File: src/rtl/multiplier_core_pkg.sv
// Shared float32 constants used by the multiplier and the float datapath.
// Only format-level constants live here; the multiplier's internals stay
// local to its own module.
package multiplier_core_pkg;

    localparam int FLOAT_SIZE    = 32;
    localparam int EXPONENT_SIZE = 8;
    localparam int MANTISSA_SIZE = 23;
    localparam int BIAS          = 127;

endpackage

File: src/rtl/multiplier_core_mux.sv
// Generic combinational N-way word selector.
// Ports:
//   in   - 2**SELECT_SIZE candidate words, DATA_SIZE bits each
//   port - SELECT_SIZE-bit select
//   out  - selected word, out = in[port]
// Reused by the float multiplier for exponent / mantissa normalization
// selection, so it carries no multiplier-specific knowledge.
module multiplier_core_mux #(
    parameter int DATA_SIZE   = 8,
    parameter int SELECT_SIZE = 1
) (
    input  logic [DATA_SIZE-1:0]   in [2**SELECT_SIZE],
    input  logic [SELECT_SIZE-1:0] port,
    output logic [DATA_SIZE-1:0]   out
);

    assign out = in[port];

endmodule

File: src/rtl/multiplier_core.sv
// Unsigned SIZE x SIZE shift-and-add multiplier with a single output register.
// Ports:
//   clk       - clock, all state updates on the rising edge
//   reset     - synchronous active-high reset, wins over in_valid
//   in_valid  - qualifies a/b for capture
//   a, b      - unsigned operands, SIZE bits
//   out       - registered full-width product, 2*SIZE bits (never overflows)
//   out_valid - high for one cycle per captured operand pair
// Partial product i is a or zero, selected by b[i]; the partial products are
// summed combinationally and the sum is registered on capture. When idle the
// last product stays on out.
module multiplier_core
    import multiplier_core_pkg::*;
#(
    parameter int SIZE = MANTISSA_SIZE + 1
) (
    input  logic              clk,
    input  logic              reset,
    input  logic              in_valid,
    input  logic [SIZE-1:0]   a,
    input  logic [SIZE-1:0]   b,
    output logic [2*SIZE-1:0] out,
    output logic              out_valid
);

    localparam int PROD_SIZE = 2 * SIZE;

    logic [PROD_SIZE-1:0] partial [SIZE];
    logic [PROD_SIZE-1:0] product_sum;
    logic [PROD_SIZE-1:0] out_reg;
    logic                 out_valid_reg;

    genvar gi;
    generate
        for (gi = 0; gi < SIZE; gi++) begin : gen_partial
            logic [PROD_SIZE-1:0] mux_in [2];

            assign mux_in[0] = '0;
            assign mux_in[1] = {{SIZE{1'b0}}, a} << gi;

            multiplier_core_mux #(
                .DATA_SIZE   (PROD_SIZE),
                .SELECT_SIZE (1)
            ) u_mux (
                .in   (mux_in),
                .port (b[gi]),
                .out  (partial[gi])
            );
        end
    endgenerate

    // Linear adder chain; synthesis is free to rebalance it into a tree.
    always_comb begin
        product_sum = '0;
        for (int i = 0; i < SIZE; i++) begin
            product_sum = product_sum + partial[i];
        end
    end

    always_ff @(posedge clk) begin
        if (reset) begin
            out_reg       <= '0;
            out_valid_reg <= 1'b0;
        end else begin
            out_valid_reg <= in_valid;
            if (in_valid) begin
                out_reg <= product_sum;
            end
        end
    end

    assign out       = out_reg;
    assign out_valid = out_valid_reg;

endmodule

File: config.mk
export PLATFORM = sky130hd
export DESIGN_NAME = multiplier_core
export DESIGN_NICKNAME = d
export VERILOG_FILES = /design/src/rtl/multiplier_core_pkg.sv /design/src/rtl/multiplier_core_mux.sv /design/src/rtl/multiplier_core.sv
export SDC_FILE = /design/constraint.sdc
export NUM_CORES = 1
export LEC_CHECK = 0
export ABC_CLOCK_PERIOD_IN_PS = 13770
export BUFFER_PORTS_ARGS = -buffer_cell sky130_fd_sc_hd__buf_2
export CAP_MARGIN = 15
export CELL_PAD_IN_SITES_DETAIL_PLACEMENT = 1
export CELL_PAD_IN_SITES_GLOBAL_PLACEMENT = 1
export CORE_MARGIN = 5
export CORE_UTILIZATION = 55
export DETAILED_ROUTE_END_ITERATION = 8
export PLACE_DENSITY = 0.93
export RECOVER_POWER = 25
export SLEW_MARGIN = 20
export SYNTH_ARGS = -nofsm -noshare
export SYNTH_HDL_FRONTEND = slang
export SYNTH_SLANG_ARGS = --single-unit
File: constraint.sdc
create_clock -name clk -period 13.77 [get_ports clk]
set_input_delay 2.754 -clock clk [delete_from_list [all_inputs] [get_ports clk]]
set_output_delay 2.754 -clock clk [all_outputs]
set_load 0.02 [all_outputs]
# Word level (Yosys, flattened, before mapping)
# Index checks and enable logic that the tools add are counted.
classes:
  order_cmp: 24
  n_mux: 72
  n_bitwise: 24
  addsub: 23
op_table:
  columns: ["op", "n"]
  rows:
  - ["$mux W48", 48]
  - ["$add A48 B48 Y48", 23]
  - ["$ge A2 B2 Y1 const B", 24]
  - ["$not A1 Y2", 24]
  - ["$mux W47", 1]
  - ["$mux W46", 1]
  - ["$mux W45", 1]
  - ["$mux W44", 1]
  - ["$mux W43", 1]
  - ["$mux W42", 1]
  - ["$mux W41", 1]
  - ["$mux W40", 1]
  - ["$mux W39", 1]
  - ["$mux W38", 1]
  - ["$mux W37", 1]
  - ["$mux W36", 1]
  - ["$mux W35", 1]
  - ["$mux W34", 1]
  - ["$mux W33", 1]
  - ["$mux W32", 1]
  - ["$mux W31", 1]
  - ["$mux W30", 1]
  - ["$mux W29", 1]
  - ["$mux W28", 1]
  - ["4 further kinds", 4]
word_totals:
  in_bits: 51
  out_inout_bits: 49
  reg_bits: 49

# Longest topological paths before layout
# Gate-level depths: netlist of run 1.
logic_depth:
  word_depth: 27
  mapped_depth: 26
  depth_no_buf: 24

# Hierarchy
# From an unflattened synthesis of run 1, not the netlist that was laid out.
unflattened:
  cells_unflattened: 4040
  area_unflattened_um2: 45224.6
modules_own_cells:
  columns: ["mod", "seq_area_each_um2", "instances", "cells_per_inst", "area_per_inst_um2"]
  rows:
  - ["multiplier_core", 980.9, 1, 2768, 29399.4]
  - ["multiplier_core_mux", 0.0, 24, 53, 659.4]

# Worst setup path after synthesis of run 1
# OpenSTA, ideal clock, no wires.
synth_timing:
  kind: "input to register"
  startpoint: "in a[3]"
  endpoint: "reg out_reg[47] (netlist: out[47])"
  setup_ns: 0.126
  path_slack_ns: 4.938
  arrival_ns: 8.705
  cell_stages: 23
  required_ns: 13.644
  path_cell_list: "clkbuf_1 -> nand2_1 -> fa_1 -> inv_1 -> fa_1 -> inv_1 -> fa_1 -> fa_1 -> inv_1 -> fa_1 -> fa_1 -> inv_1 -> fa_1 -> inv_1 -> ha_1 -> clkbuf_1 -> nand2_1 -> or3_1 -> o31ai_4 -> a21oi_1 -> o31ai_1 -> mux2i_1 -> o21ai_1"
synth_via:
  elab_chain_cells: 26
  word_cells_on_any_way: 95
  classes_between: "add/sub: 23; mux: 72"
synth_rtl:
  columns: ["element", "line", "source"]
  rows:
  - ["start, declared", "multiplier_core.sv:20", "input logic [SIZE-1:0] a,"]
  - ["$mux W24 (not written as such) or $mux W25 (tied branches)", "multiplier_core_mux.sv:17", "assign out = in[port];"]
  - ["$mux W48 (not written as such) (2 in series)", "multiplier_core_mux.sv:17", null]
  - ["$add A48 B48 Y48 (22 in series)", "multiplier_core.sv:56", "product_sum = product_sum + partial[i];"]
  - ["$add A48 B48 Y48 *", "multiplier_core.sv:56", null]
  - ["end signal, assigned", "multiplier_core.sv:67", "out_reg <= product_sum;"]
  - ["end, declared", "multiplier_core.sv:30", "logic [PROD_SIZE-1:0] out_reg;"]
# Every way passes the cells marked *; elsewhere a longest branch is shown, timed or not. The select of a mux whose other input is x is not followed.
# A chain may end at the register's enable or synchronous reset.

# Worst setup path after layout of run 1
layout_timing:
  startpoint: "in a[4]"
  endpoint: "reg out_reg[45] (netlist: out[45])"
# The elaborated chain is that of the path after synthesis.

==> results of run 1 <==
-- worst register-to-register path: cells and delay by family (launching register included) --
family	cells	cell delay [ns]
AND/OR/NAND/NOR	1	0.44
AO/OA/AOI/OAI	1	0.09
flip-flops	1	0.33
-- Yosys cell counts (3+ instances only) --
| cell type | number | area (sq um) |
|---|---|---|
| fa_1 | 486 | 9730 |
| buf_1 | 3 | 11.3 |
| a211oi_1 | 5 | 37.5 |
| nor3b_1 | 5 | 37.5 |
| o211ai_1 | 3 | 22.5 |
| nor2b_1 | 6 | 37.5 |
| inv_1 | 486 | 1820 |
| nor2_1 | 48 | 180 |
| dfxtp_1 | 49 | 981 |
| and2_1 | 255 | 1600 |
| clkbuf_1 | 118 | 443 |
| xnor2_1 | 22 | 193 |
| a21o_1 | 15 | 113 |
| o21ai_0 | 18 | 90.1 |
| mux2i_1 | 36 | 360 |
| o31ai_1 | 3 | 22.5 |
| o21ai_1 | 5 | 25.0 |
| nand4_1 | 9 | 56.3 |
| o21bai_1 | 7 | 52.6 |
| ha_1 | 165 | 2060 |
| nand3_1 | 15 | 75.1 |
| a21oi_1 | 39 | 195 |
| nand2_1 | 354 | 1330 |
| xor2_1 | 11 | 96.3 |
| nand2b_1 | 8 | 50.1 |
| nor3_1 | 5 | 25.0 |
| and3_1 | 10 | 62.6 |
| a31oi_1 | 9 | 56.3 |
| or3_1 | 3 | 18.8 |
-- metal layers --
metal  vias to the layer above  track usage
met3                       360       0.0345
li1                       6559            -
met4                         0        0.241
met2                       690        0.618
met5                         -            0
met1                      8328        0.327
-- final cells by class --
type                       count  area share
clock buffer                   5     0.00598
inverter                     486      0.0872
clock inverter                 3     0.00209
timing repair buffer         100      0.0226
tap                          468      0.0280
multi-input combinational   1578       0.807
sequential                    49      0.0469
-- through the flow --
stage          hold slack, ns  instances  utilization  cell area [sq um]
6_report                0.479       2689        0.575              20900
5_1_grt                 0.516       2689        0.575              20900
4_1_cts                 0.481       2689        0.576              20900
3_5_place_dp            0.470       2681        0.571              20800
3_3_place_gp            0.457       2681        0.571              20800
2_1_floorplan           0.540       2236            -              20100
-- kinds of logic after synthesis --
group | share of synthesized area
xor+xnor | 0.0143
simple gates | 0.176
compound gates | 0.0442
buf+inv | 0.114
fa+ha+maj | 0.585
flops | 0.0487
mux | 0.0179
-- worst paths after layout --
| check | startpoint | end | cells after the start |
|---|---|---|---|
| setup / recovery | a[4] | out[45] | 24 |
| hold / removal | out[0] | out[0] | 2 |
| hold reg to reg | out[0] | out[0] | 2 |
| setup reg to reg | out[36] | out[36] | 2 |
==> impl_metrics.py, run 1 <==
metrics = {
    "worst_setup_path": {
        "crit_top_cell": "fa_1",
        "crit_path_end_kind": "flip-flop",
        "cp_slowest_cell": "fa_1",
        "cp_cell_sequence": "buf_2, nand2_1, fa_1, inv_1, fa_1, inv_1, fa_1, fa_1, inv_1, fa_1, fa_1, inv_1, fa_1, inv_1, ha_1, nand3_1, o221ai_1, a31oi_1, a31oi_1, a21oi_1, o2111ai_1, xor2_1, mux2i_1, nor2_1",
        "cp_top_family": "adder cells",
        "critPathLaunchType": "input pin",
        "cp.arrival_ns": 9.96,
        "required_ns": 14.00,
        "path_class": "input pin to flip-flop",
        "max_stage_delay_ns": 0.55,
        "reg2reg_slack_ns": 12.80,
        "critPathMaxFanout": 24,
        "critPathBufInv": 6,
    },
    "cts": {
        "root_buffer": "clkbuf_16",
        "h-tree-depth": 2,
        "cts_tree": "built",
        "clockBufferDepth": 2,
        "worst_skew_pair.late_latency_ns": 0.31,
        "cts.repair.resized": 0,
        "post_cts_buffers": 0,
        "ctsHoldBuffers": 0,
        "path_clk_slew_ns": 0.07,
        "cts_buffers": 5,
        "cts_sinks": 49,
    },
    "floorplan": {
        "initial_utilization": 0.554,
        "die_y_um": 201,
        "die_w_um": 201,
        "core_sq_um": 36300,
        "rows": 70,
        "ioPinCount": 100,
        "die_area_sq_um": 40600,
    },
    "timing": {
        "fin_tns_setup_ns": 0,
        "relSlewSlack": 0.293,
        "period_share": 0.707,
        "min_period_ns": 9.73,
        "worst_slack_ns": 4.04,
        "final-setup-viol-count": 0,
        "max_freq_mhz": 103,
        "worst_pin_slew_ns": 1.06,
        "drv_slew": 0,
        "rsz0062_at_grt": "no",
        "final.setup_skew_ns": 0,
        "hold_viol_final": 0,
    },
    "grt": {
        "grt_max_degree": 67,
        "grt_overflow": 0,
        "antenna_found_initial": 0,
        "grtUsageTotal": 0.326,
        "grt_pass1_vias": 19900,
        "grt_pass1_wl_mm": 104,
    },
    "place": {
        "place_ws_ns": 3.86,
        "gp_congestion": 0.884,
        "dp_hpwl_mm": 54.2,
        "port_buffers": 99,
    },
    "route": {
        "num_vias": 15900,
        "wl_per_cell_um": 24.2,
        "met3RoutedLength_mm": 2.53,
        "met1_length_mm": 21.1,
        "drt_iter0_markers": 826,
        "routed_wl_mm": 65.0,
        "viasPerCell": 5.93,
        "first_pass_iters": 7,
        "postRouteAntennaNets": 0,
        "top_layer": "met4",
        "wl_met2_mm": 35.5,
        "drcViolationCount": 0,
    },
    "yosys": {
        "synthFlopType": "dfxtp_1",
        "post_synth_inst_count": 2236,
        "yosysSeqAreaShare": 0.0487,
        "synth.net_count": 2938,
        "yosys_warnings": 0,
        "yosysUniqueCellTypes": 57,
        "synth-edff-count": 0,
        "ys_ff_latch": 49,
        "netlist_area_sq_um": 20100,
        "synthArstFlopShare": 0,
        "syn_avg_cell_area_sq_um": 9.01,
    },
    "layout": {
        "multiInputGateArea_sq_um": 16900,
        "nets": 2922,
        "fill_cells": 4249,
        "largest_reg_flops": 48,
        "final_cell_mix": "inv_1 (486), fa_1 (486), nand2_1 (354)",
        "final-seq-area_sq_um": 981,
        "drive_gt1_frac": 0.0419,
        "area_delta_synth_final_pct": 3.79,
        "num_antenna_cells": 0,
    },
    "flow_run": {
        "maxCapViolations": 0,
    },
    "hold_path": {
        "hp-class": "flip-flop to flip-flop",
    },
    "outcome": {
        "status": "complete, no violations",
    },
}
Power of run 1 is left out: the tool's default activity adds up to more than one toggle a clock period on the data nets, which glitch-free logic cannot reach.
==> inputs of run 2 (changes only) <==
--- a/config.mk
+++ b/config.mk
@@ -5,15 +5,15 @@
 export SDC_FILE = /design/constraint.sdc
 export NUM_CORES = 1
 export LEC_CHECK = 0
-export ABC_CLOCK_PERIOD_IN_PS = 13770
+export ABC_CLOCK_PERIOD_IN_PS = 9000
 export BUFFER_PORTS_ARGS = -buffer_cell sky130_fd_sc_hd__buf_2
 export CAP_MARGIN = 15
 export CELL_PAD_IN_SITES_DETAIL_PLACEMENT = 1
 export CELL_PAD_IN_SITES_GLOBAL_PLACEMENT = 1
 export CORE_MARGIN = 5
-export CORE_UTILIZATION = 55
+export CORE_UTILIZATION = 51
 export DETAILED_ROUTE_END_ITERATION = 8
-export PLACE_DENSITY = 0.93
+export PLACE_DENSITY = 0.88
 export RECOVER_POWER = 25
 export SLEW_MARGIN = 20
 export SYNTH_ARGS = -nofsm -noshare
==> constraint.sdc (replaced) <==
create_clock -name clk -period 9 [get_ports clk]
set_input_delay 1.8 -clock clk [delete_from_list [all_inputs] [get_ports clk]]
set_output_delay 1.8 -clock clk [all_outputs]
set_load 0.02 [all_outputs]
==> impl_metrics.py, run 2 (same netlist as run 1, synthesis figures left out) <==
metrics = {
    "worst_setup_path": {
        "required_ns": 9.23,
        "cp.arrival_ns": 8.85,
        "cp_slowest_cell": "fa_1",
        "critPathMaxFanout": 24,
        "reg2reg_to": "out[36]",
        "path_class": "input pin to flip-flop",
        "crit_top_cell": "fa_1",
        "crit_path_end_kind": "flip-flop",
        "crit_path_start": "b[19]",
        "critPathLaunchType": "input pin",
        "cp_cell_sequence": "buf_2, nand2_1, fa_1, inv_1, fa_1, inv_1, fa_1, fa_1, inv_1, fa_1, fa_1, inv_1, fa_1, inv_1, ha_1, nand3_1, o221ai_1, a31oi_1, a31oi_2, a21oi_1, o2111ai_1, xor2_1, mux2i_1, nor2_1",
        "reg2reg_slack_ns": 8.05,
        "max_stage_delay_ns": 0.59,
        "cp_top_family": "adder cells",
        "ff2ff_path_depth": 2,
        "rr_startpoint": "out[36]",
        "critPathBufInv": 6,
    },
    "route": {
        "drt_iter0_markers": 708,
        "num_vias": 15500,
        "routed_wl_mm": 59.8,
        "wl_per_cell_um": 21.8,
        "drcViolationCount": 0,
        "viasPerCell": 5.66,
        "postRouteAntennaNets": 0,
        "first_pass_iters": 5,
    },
    "grt": {
        "antenna_found_initial": 0,
        "grt_overflow": 0,
        "grt_pass1_vias": 19200,
        "grtUsageTotal": 0.281,
        "grt_max_degree": 67,
        "grt_pass1_wl_mm": 97.6,
    },
    "outcome": {
        "status": "complete, no violations",
    },
    "timing": {
        "hold_viol_final": 0,
        "relSlewSlack": 0.439,
        "max_freq_mhz": 116,
        "min_period_ns": 8.62,
        "worst_pin_slew_ns": 0.841,
        "rsz0062_at_grt": "no",
        "period_share": 0.957,
        "fin_tns_setup_ns": 0,
        "final-setup-viol-count": 0,
        "drv_slew": 0,
        "final.setup_skew_ns": 0,
    },
    "layout": {
        "num_antenna_cells": 0,
        "largest_reg_flops": 48,
        "drive_gt1_frac": 0.0432,
        "final_cell_mix": "inv_1 (486), fa_1 (486), nand2_1 (354)",
        "nets": 2924,
        "area_delta_synth_final_pct": 4.15,
    },
    "floorplan": {
        "die_area_sq_um": 43600,
        "ioPinCount": 100,
        "core_sq_um": 38800,
        "initial_utilization": 0.519,
        "rows": 72,
        "die_y_um": 209,
        "die_w_um": 209,
    },
    "place": {
        "gp_congestion": 0.875,
        "dp_hpwl_mm": 50.4,
        "port_buffers": 99,
    },
    "hold_path": {
        "min_path_cells": 2,
        "hp-class": "flip-flop to flip-flop",
        "worstHoldStart": "out[25]",
        "min_to": "out[25]",
    },
    "cts": {
        "path_clk_slew_ns": 0.07,
        "clockBufferDepth": 2,
        "worst_skew_pair.late_latency_ns": 0.29,
        "cts_sinks": 49,
        "h-tree-depth": 2,
        "cts_buffers": 5,
        "cts_tree": "built",
        "root_buffer": "clkbuf_16",
    },
    "flow_run": {
        "maxCapViolations": 0,
    },
}
-- run 2: per-layer routing --
| layer | global-route usage | vias up | part of all wire |
|---|---|---|---|
| li1 | - | 6568 | - |
| met1 | 0.296 | 8169 | 0.34 |
| met2 | 0.537 | 533 | 0.55 |
| met3 | 0.0279 | 246 | 0.036 |
| met4 | 0.168 | 0 | 0.072 |
| met5 | 0 | - | 0 |
-- run 2: cell type report --
class | instances | area [sq um]
Clock inverter | 3 | 21.3
Fill cell | 4545 | 17800
Tap cell | 518 | 648
Sequential cell | 49 | 981
Inverter | 486 | 1820
Clock buffer | 5 | 125
Timing Repair Buffer | 102 | 500
Multi-Input combinational cell | 1578 | 16900
-- run 2: tightest hold or removal path, stage by stage, from the launching register on --
cell	delay, ns
dfxtp_1	0.31
nor2_1	0.08
a211oi_1	0.05
-- run 2: timing repair --
item	in CTS	in global routing
gates resized for setup	0	6
hold buffers	0	0
endpoints found under the setup margin	0	2
setup buffers	0	0
-- run 2: worst max path at each step --
stage / endpoint / slack, ns / cells past startpoint
3_3_place_gp: out[45] / 0.37 / 22
5_1_grt: out[45] / 0.09 / 24
3_5_place_dp: out[45] / 0.004 / 24
4_1_cts: out[45] / 0.31 / 24
2_1_floorplan: out[47] / 1.12 / 23
6_report: out[45] / 0.38 / 24
-- run 2: through the flow --
step | worst slack [ns] | cells | utilization | area [sq um] | hold slack (ns)
global route | 0.0853 | 2741 | 0.540 | 21000 | 0.525
floorplan | 1.12 | 2236 | - | 20100 | 0.540
finish | 0.384 | 2741 | 0.540 | 21000 | 0.483
detailed placement | 0.00432 | 2733 | 0.537 | 20900 | 0.471
global placement | 0.374 | 2733 | 0.537 | 20900 | 0.456
CTS | 0.311 | 2741 | 0.541 | 21000 | 0.483
Power of run 2 is left out for the same reason.
==> inputs of run 3 (changes only) <==
==> constraint.sdc (replaced) <==
create_clock -name clk -period 9 [get_ports clk]
set_input_delay 1.8 -clock clk [delete_from_list [all_inputs] [get_ports clk]]
set_output_delay 1.8 -clock clk [all_outputs]
set_load 0.05 [all_outputs]
==> impl_metrics.py, run 3 (same netlist as run 1, synthesis figures left out) <==
metrics = {
    "worst_setup_path": {
        "cp.arrival_ns": 8.84,
        "cp_slowest_cell": "fa_1",
        "reg2reg_slack_ns": 8.05,
        "critPathLaunchType": "input pin",
        "critPathMaxFanout": 24,
        "ff2ff_path_depth": 2,
        "rr_startpoint": "out[36]",
        "max_stage_delay_ns": 0.59,
        "reg2reg_to": "out[36]",
        "path_class": "input pin to flip-flop",
        "crit_path_end_kind": "flip-flop",
        "cp_top_family": "adder cells",
        "crit_top_cell": "fa_1",
        "required_ns": 9.23,
        "cp_cell_sequence": "buf_2, nand2_1, fa_1, inv_1, fa_1, inv_1, fa_1, fa_1, inv_1, fa_1, fa_1, inv_1, fa_1, inv_1, ha_1, nand3_1, o221ai_1, a31oi_1, a31oi_2, a21oi_1, o2111ai_1, xor2_1, mux2i_1, nor2_1",
        "critPathBufInv": 6,
    },
    "timing": {
        "hold_viol_final": 0,
        "final-setup-viol-count": 0,
        "drv_slew": 0,
        "fin_tns_setup_ns": 0,
        "worst_pin_slew_ns": 0.847,
        "final.setup_skew_ns": 0,
        "rsz0062_at_grt": "no",
        "period_share": 0.956,
        "relSlewSlack": 0.435,
        "min_period_ns": 8.61,
        "max_freq_mhz": 116,
    },
    "grt": {
        "grtUsageTotal": 0.281,
        "grt_pass1_vias": 19200,
        "grt_pass1_wl_mm": 97.6,
        "grt_util_met3": 0.0279,
        "met2_usage": 0.537,
        "top_usage_layer": "met2",
        "grt.met1_usage": 0.296,
        "antenna_found_initial": 0,
        "grt_overflow": 0,
        "grt_max_degree": 67,
    },
    "place": {
        "placed_cell_area_sq_um": 20900,
        "gp_congestion": 0.875,
        "port_buffers": 99,
        "dp_hpwl_mm": 50.4,
    },
    "route": {
        "num_vias": 15500,
        "drcViolationCount": 0,
        "viasPerCell": 5.66,
        "wl_per_cell_um": 21.8,
        "postRouteAntennaNets": 0,
        "routed_wl_mm": 59.8,
        "first_pass_iters": 5,
        "drt_iter0_markers": 689,
    },
    "floorplan": {
        "core_sq_um": 38800,
        "die_y_um": 209,
        "initial_utilization": 0.519,
        "die_area_sq_um": 43600,
        "rows": 72,
        "ioPinCount": 100,
        "die_w_um": 209,
    },
    "layout": {
        "area_delta_synth_final_pct": 4.15,
        "drive_gt1_frac": 0.0432,
        "final_cell_mix": "inv_1 (486), fa_1 (486), nand2_1 (354)",
        "nets": 2924,
        "fin_util": 0.540,
        "num_antenna_cells": 0,
        "fill_cells": 4545,
        "largest_reg_flops": 48,
        "final_area_sq_um": 21000,
    },
    "cts": {
        "cts_sinks": 49,
        "h-tree-depth": 2,
        "clockBufferDepth": 2,
        "ctsHoldBuffers": 0,
        "path_clk_slew_ns": 0.07,
        "root_buffer": "clkbuf_16",
        "worst_skew_pair.late_latency_ns": 0.29,
        "cts_tree": "built",
        "cts_buffers": 5,
    },
    "hold_path": {
        "worstHoldStart": "out[0]",
        "min_to": "out[0]",
        "min_path_cells": 2,
        "hp-class": "flip-flop to flip-flop",
    },
    "flow_run": {
        "maxCapViolations": 0,
    },
    "outcome": {
        "status": "complete, no violations",
    },
}
==> run 3: cell counts in the layout (fill, tap and decap cells not counted) <==
Identical to the previous run, type by type.
==> run 3: timing repair <==
action	4_1_cts	5_1_grt
resized for setup	0	6
buffers inserted	0	0
endpoints found under the setup margin	0	2
==> run 3: worst max path at each step <==
stage | endpoint | cells after the start | startpoint
2_1_floorplan | out[47] | 23 | a[3]
3_3_place_gp | out[45] | 22 | b[15]
3_5_place_dp | out[45] | 24 | b[20]
4_1_cts | out[45] | 24 | b[20]
5_1_grt | out[45] | 24 | b[19]
6_report | out[45] | 24 | b[19]
==> run 3: final cells by class <==
| class | instances | area, sq um | area share |
|---|---|---|---|
| multi-input combinational | 1578 | 16900 | 0.805 |
| inverter | 486 | 1820 | 0.0869 |
| sequential | 49 | 981 | 0.0467 |
| tap | 518 | 648 | 0.0309 |
| timing repair buffer | 102 | 500 | 0.0238 |
| clock buffer | 5 | 125 | 0.00596 |
| clock inverter | 3 | 21.3 | 0.00101 |
==> run 3: metrics by stage <==
step | cells | setup WS [ns] | hold WS (ns)
after CTS | 2741 | 0.311 | 0.483
after detailed placement | 2733 | 0.00432 | 0.471
final | 2741 | 0.394 | 0.483
after global routing | 2741 | 0.0853 | 0.525
after global placement | 2733 | 0.374 | 0.456
after floorplan | 2236 | 1.12 | 0.688
==> run 3: worst register-to-register path, delay by kind of cell, from the launching register on <==
family	cells	cell delay, ns
flip-flops	1	0.32
AND/OR/NAND/NOR	1	0.45
AO/OA/AOI/OAI	1	0.09
==> run 3: metal layers <==
layer  part of all wire  wire (um)  up-vias
met4              0.074       4410        0
met1               0.34      20200     8149
met5                  0          0        -
met3              0.035       2100      262
met2               0.55      33100      521
li1                   -          -     6570
Power of run 3 is left out for the same reason.
